<file path="config.mk">
export PLATFORM = sky130hd
export DESIGN_NAME = vga_sync_decoder
export DESIGN_NICKNAME = d
export VERILOG_FILES = /design/src/rtl/vga_sync_decoder.sv
export SDC_FILE = /design/constraint.sdc
export NUM_CORES = 1
export LEC_CHECK = 0
export BUFFER_PORTS_ARGS = -buffer_cell sky130_fd_sc_hd__buf_2
export CORE_MARGIN = 8
export CORE_UTILIZATION = 34
export CTS_CLUSTER_SIZE = 24
export DETAILED_ROUTE_END_ITERATION = 10
export PLACE_DENSITY_LB_ADDON = 0.05
export SLEW_MARGIN = 20
export SYNTH_ARGS = -nofsm -noshare
export SYNTH_HDL_FRONTEND = slang
export SYNTH_SLANG_ARGS = --single-unit
</file>
<file path="constraint.sdc">
create_clock -name clk -period 2.25 [get_ports clk]
set_clock_uncertainty 0.05 [all_clocks]
set_input_delay 0.3375 -clock clk [delete_from_list [all_inputs] [get_ports clk]]
set_output_delay 0.3375 -clock clk [all_outputs]
set_load 0.01 [all_outputs]
</file>
<file path="src/rtl/vga_sync_decoder.sv">
// Sync-side timing recovery: rebuilds pixel coordinates and display enable from
// an active-low hsync/vsync pair, measures line/frame timing and tracks lock.
module vga_sync_decoder #(
  parameter int H_TOTAL    = 794,
  parameter int H_ACTIVE   = 640,
  parameter int H_BACK     = 139,
  parameter int V_TOTAL    = 526,
  parameter int V_ACTIVE   = 480,
  parameter int V_BACK     = 36,
  parameter int LOCK_LINES = 4
) (
  input  logic        clk,
  input  logic        rst_n,
  input  logic        vga_hsync,
  input  logic        vga_vsync,
  output logic [9:0]  x_pos,
  output logic [9:0]  y_pos,
  output logic        de,
  output logic        locked,
  output logic        hs_err,
  output logic        vs_err,
  output logic [10:0] line_len,
  output logic [9:0]  frame_lines
);

  // state   | meaning
  // SEARCH  | no reference; first hsync fall starts line measurement
  // ACQUIRE | counting consecutive good lines after a vsync fall
  // LOCKED  | timing trusted; de/x/y valid, any bad timing drops lock
  typedef enum logic [1:0] {SEARCH, ACQUIRE, LOCKED} state_t;

  localparam int GW = $clog2(LOCK_LINES + 1);

  localparam logic [10:0] H_TOTAL_C  = 11'(H_TOTAL);
  localparam logic [10:0] H_LAST_C   = 11'(H_TOTAL - 1);
  localparam logic [10:0] H_BEG_C    = 11'(H_BACK);
  localparam logic [10:0] H_END_C    = 11'(H_BACK + H_ACTIVE);
  localparam logic [9:0]  V_TOTAL_C  = 10'(V_TOTAL);
  localparam logic [9:0]  V_BEG_C    = 10'(V_BACK);
  localparam logic [9:0]  V_END_C    = 10'(V_BACK + V_ACTIVE);
  localparam logic [GW-1:0] LOCK_C   = GW'(LOCK_LINES);

  logic hs_q, hs_d, vs_q, vs_d;
  logic h_edge, v_edge;
  logic [10:0] hcnt;
  logic [9:0]  vcnt;

  state_t state, state_nx;
  logic [GW-1:0] good_cnt, good_cnt_nx;
  logic v_seen, v_seen_nx;

  logic        line_good, frame_good;
  logic        line_chk, frame_chk;
  logic        hs_missing, line_bad_lk, frame_bad_lk, lose_lock;
  logic [10:0] line_meas;
  logic [9:0]  frame_meas;
  logic        in_h, in_v;

  logic        de_nx, locked_nx, hs_err_nx, vs_err_nx;
  logic [9:0]  x_nx, y_nx, frame_lines_nx;
  logic [10:0] line_len_nx;

  always_ff @(posedge clk) begin
    if (!rst_n) begin
      hs_q <= 1'b1;
      hs_d <= 1'b1;
      vs_q <= 1'b1;
      vs_d <= 1'b1;
    end else begin
      hs_q <= vga_hsync;
      hs_d <= hs_q;
      vs_q <= vga_vsync;
      vs_d <= vs_q;
    end
  end

  assign h_edge = hs_d & ~hs_q;
  assign v_edge = vs_d & ~vs_q;

  always_ff @(posedge clk) begin
    if (!rst_n) begin
      hcnt <= '0;
      vcnt <= '0;
    end else begin
      if (h_edge)
        hcnt <= '0;
      else if (hcnt != 11'h7ff)
        hcnt <= hcnt + 11'd1;

      if (v_edge)
        vcnt <= '0;
      else if (h_edge && vcnt != 10'h3ff)
        vcnt <= vcnt + 10'd1;
    end
  end

  // a vsync fall that coincides with an hsync fall closes the line in progress too
  always_comb begin
    line_meas  = (hcnt == 11'h7ff) ? hcnt : hcnt + 11'd1;
    frame_meas = (h_edge && vcnt != 10'h3ff) ? vcnt + 10'd1 : vcnt;
    line_good  = (hcnt == H_LAST_C);
    frame_good = (frame_meas == V_TOTAL_C);
    line_chk   = h_edge && (state != SEARCH);
    frame_chk  = v_edge && v_seen;
    hs_missing   = (state == LOCKED) && !h_edge && (hcnt == H_LAST_C);
    line_bad_lk  = (state == LOCKED) && line_chk && !line_good;
    frame_bad_lk = (state == LOCKED) && frame_chk && !frame_good;
    lose_lock    = line_bad_lk || frame_bad_lk || hs_missing;
  end

  always_ff @(posedge clk) begin
    if (!rst_n) begin
      state    <= SEARCH;
      good_cnt <= '0;
      v_seen   <= 1'b0;
    end else begin
      state    <= state_nx;
      good_cnt <= good_cnt_nx;
      v_seen   <= v_seen_nx;
    end
  end

  // good lines only count once the frame phase is known, so lock always
  // follows a vsync fall plus LOCK_LINES good lines
  always_comb begin
    state_nx    = state;
    good_cnt_nx = good_cnt;
    v_seen_nx   = v_seen | v_edge;
    case (state)
      SEARCH: begin
        if (h_edge) begin
          state_nx    = ACQUIRE;
          good_cnt_nx = '0;
        end
      end
      ACQUIRE: begin
        if (line_chk) begin
          if (!line_good)
            good_cnt_nx = '0;
          else if (v_seen && good_cnt != LOCK_C)
            good_cnt_nx = good_cnt + 1'b1;
        end
        if (frame_chk && !frame_good)
          good_cnt_nx = '0;
        if (good_cnt_nx >= LOCK_C && v_seen_nx)
          state_nx = LOCKED;
      end
      LOCKED: begin
        if (lose_lock) begin
          state_nx  = SEARCH;
          v_seen_nx = 1'b0;
        end
      end
      default: begin
        state_nx  = SEARCH;
        v_seen_nx = 1'b0;
      end
    endcase
  end

  always_comb begin
    in_h      = (hcnt >= H_BEG_C) && (hcnt < H_END_C);
    in_v      = (vcnt >= V_BEG_C) && (vcnt < V_END_C);
    de_nx     = (state == LOCKED) && in_h && in_v;
    x_nx      = de_nx ? 10'(hcnt - H_BEG_C) : 10'd0;
    y_nx      = de_nx ? (vcnt - V_BEG_C) : 10'd0;
    locked_nx = (state == LOCKED);
    hs_err_nx = line_bad_lk || hs_missing;
    vs_err_nx = frame_bad_lk;
    if (h_edge)
      line_len_nx = line_meas;
    else if (hs_missing)
      line_len_nx = H_TOTAL_C;
    else
      line_len_nx = line_len;
    frame_lines_nx = v_edge ? frame_meas : frame_lines;
  end

  always_ff @(posedge clk) begin
    if (!rst_n) begin
      x_pos       <= '0;
      y_pos       <= '0;
      de          <= 1'b0;
      locked      <= 1'b0;
      hs_err      <= 1'b0;
      vs_err      <= 1'b0;
      line_len    <= '0;
      frame_lines <= '0;
    end else begin
      x_pos       <= x_nx;
      y_pos       <= y_nx;
      de          <= de_nx;
      locked      <= locked_nx;
      hs_err      <= hs_err_nx;
      vs_err      <= vs_err_nx;
      line_len    <= line_len_nx;
      frame_lines <= frame_lines_nx;
    end
  end

endmodule
</file>
==> results by group <==
Setup path
  • CP arrival: 2.54 ns
  • Largest fanout on the critical path: 4
  • Crit-path most repeated cell: or4b_4
  • Crit. End Element: flop
  • Worst path buffer plus inverter count: 1
  • CP max stage delay: ~0.54 ns
  • Slowest cell on crit path: or4b_4
  • Family with the most delay on the worst path: simple AND/OR/NAND/NOR gates
  • Critical path type: flop to flop
  • CP cell instances: inv_2, ha_4, or4b_4, or4b_4, a41o_1, a21oi_2, o211a_1, mux2i_1, nor3_2
  • CP Launch Type: flop
  • Required @ worst endpoint: 2.48 ns

CTS
  • Clock transition at path regs: 0.08 ns
  • Maximum buffer depth of the clock tree: 2
  • Number of H-tree levels: 3
  • Hold-fix buffer count after cts: 0
  • TritonCTS buffer count: 9
  • Root Buffer Master: clkbuf_8
  • CTS tree: done
  • Worst-Skew Late Latency: 0.34 ns
  • Clk sinks: 76

Layout
  • Fillers: ~1000
  • Fin area: about 0.0043 mm^2
  • Area Growth Syn to Fin: 29.9%
  • Final nets: 468
  • ANT cells: 0
  • Final core occ: 0.445
  • Share of cells above drive strength 1: 0.309

Die
  • FP Rows: 36
  • Initial Utilization: 0.342
  • Top-Level Pins: 49
  • Die W: 114 um
  • Core ar.: 0.00959 mm^2
  • Die area: 0.0131 mm^2
  • Die Ht: 114 um

Power and ir drop
  • Max IR drop VDD: 0.239 mV
  • Static Leakage: 1.80 nW
  • Power Total: 0.00263 W
  • PD cells: 617 mW/mm^2

STA
  • Unrepaired setup endpoints after global routing: yes
  • Slew @ Worst Pin: 0.376 ns
  • Max Clock Freq: between 0.4 and 0.5 GHz
  • Final worst slack: -0.0666 ns
  • Endpoints failing setup: 6
  • Final hold viol count: 0
  • Final worst path period share: 1.03
  • Setup TNS: -0.161 ns
  • Slew margin rel.: 0.749
  • Period minus WS final: 2.32 ns
  • Final Max Slew Viols: 0

Status
  • Failing checks: setup timing
  • Outcome: complete, but fails checks

Logic synthesis
  • Yosys reg bits: 76
  • Number of enable flip-flop cells after synthesis: 0
  • Synth unique cells: 52
  • Warnings, synthesis: 0
  • Sequential area share after synthesis: 0.463
  • Cells after Synth: 372
  • Share of flip-flops with an asynchronous set or reset: 0
  • Syn_nets: 385
  • Syn Area/Cell: 8.83 um^2
  • Ys flop type: dfxtp_1
  • Synthesized area: 0.00328 mm^2

Placed design
  • Pre-CTS WS: -0.217 ns
  • HPWL after detailed placement: 6070 um
  • Placed instance area: between 0.003 and 0.004 mm^2
  • IO Port Bufs: 48
  • GPL Wtd Cong: 0.820

Global routing
  • Remaining global-route overflow: 0
  • Number of global-route vias before repair: 2577
  • Initial antenna violation count: 0
  • Global-route wire length before repair: 13300 um
  • Global Route Usage Sum: 0.128
  • Largest net degree at the start of global routing: 22

Routing
  • DRC viols: 0
  • Final wirelength: just over 8000 um
  • Via count: 2729
  • Max layer used: met4
  • Avg WL per Cell: 13.8 um
  • Met2 wire length: 3250 um
  • Drt first pass iters: 4
  • Initial drt markers: 83
  • Vias/cell: 4.60
  • Routed wl met3: around 340 um
  • Routed Antenna Nets: 0
  • M1 WL: ~4400 um

Min path
  • Hold crit path type: primary input to flop

Run
  • Max-Cap Viols: 0
[area by class of cell]
type / count / area [um^2] / share of cell area
clock buffer: 12 / 155 / 0.0364
clock inverter: 4 / 47.5 / 0.0111
inverter: 16 / 60.1 / 0.0141
timing repair buffer: 96 / 613 / 0.144
tap: 133 / 166 / 0.0390
sequential: 76 / 1530 / 0.360
multi-input combinational: 256 / 1690 / 0.396
[final timing paths]
path	cells after the start	slack [ns]	start	to
worst max-delay path	9	-0.07	hcnt[1]$_SDFFE_PP0N_	state[1]$_SDFFE_PN0P_
worst min-delay path	2	0.12	vga_hsync	hs_q$_SDFF_PN1_
worst max register to register	9	-0.07	hcnt[1]$_SDFFE_PP0N_	state[1]$_SDFFE_PN0P_
worst min register to register	1	0.42	vs_q$_SDFF_PN1_	vs_d$_SDFF_PN1_
[Yosys cell counts (5+ instances only)]
| cell type | n | area, um^2 |
|---|---|---|
| dfxtp_1 | 76 | 1520 |
| nand2b_1 | 11 | 68.8 |
| inv_1 | 15 | 56.3 |
| xnor2_1 | 23 | 201 |
| a211oi_1 | 9 | 67.6 |
| a21oi_1 | 23 | 115 |
| ha_1 | 9 | 113 |
| nand4_1 | 5 | 31.3 |
| buf_2 | 7 | 35.0 |
| o21ai_0 | 14 | 70.1 |
| nand2_1 | 19 | 71.3 |
| nor2_1 | 69 | 259 |
| a31oi_1 | 5 | 31.3 |
| clkbuf_1 | 8 | 30.0 |
| nor3_1 | 6 | 30.0 |
[logic make-up after synthesis]
| family | Yosys count | share of synthesized area |
|---|---|---|
| xor gates and xnor gates | 27 | 0.0720 |
| muxes | 2 | 0.00610 |
| and+or+nand+nor | 146 | 0.222 |
| DFF | 76 | 0.463 |
| adders and majority gates | 9 | 0.0343 |
| buffers and inverters | 40 | 0.0613 |
| AOI/OAI and AO/OA | 72 | 0.141 |
[sequential cells by signal, summed over array words and instances, names as in the netlist, 2 cells and up]
register,count
good_cnt,3
y_pos,10
vcnt,10
line_len,11
hcnt,11
x_pos,10
frame_lines,10
state,2
[layout by cell type (no fill, tap or decap), drive strengths merged, types with 5 or more instances in the layout]
cell	count
a211oi	9
a21oi	24
a31oi	5
and4	5
buf	96
clkbuf	12
dfxtp	76
ha	9
inv	15
nand2	19
nand2b	11
nand4	5
nor2	69
nor3	7
o21ai	14
xnor2	23
[timing repair]
item,4_1_cts,5_1_grt
pin swaps,6,15
setup endpoints to repair,9,35
resized for setup,17,15
buffers inserted,1,2
cloned,0,0
endpoints found under the hold margin,0,0
[through the flow]
stage,instances,hold slack [ns]
2_1_floorplan,372,0.375
3_3_place_gp,574,0.393
3_5_place_dp,574,0.397
4_1_cts,591,0.104
5_1_grt,593,0.112
6_report,593,0.122
[power by group]
| group | internal [W] | total, W | switching (W) |
|---|---|---|---|
| clock | 0.000570 | 0.00107 | 0.000501 |
| combinational | 0.0000727 | 0.000172 | 0.0000991 |
| sequential | 0.00137 | 0.00139 | 0.0000182 |
[metal layers]
metal,up-vias,global-route usage
met4,0,0.0559
met5,-,0
met2,40,0.175
met1,1247,0.184
li1,1432,-
met3,10,0.0290
No activity file was read; power rests on OpenSTA's default activity.
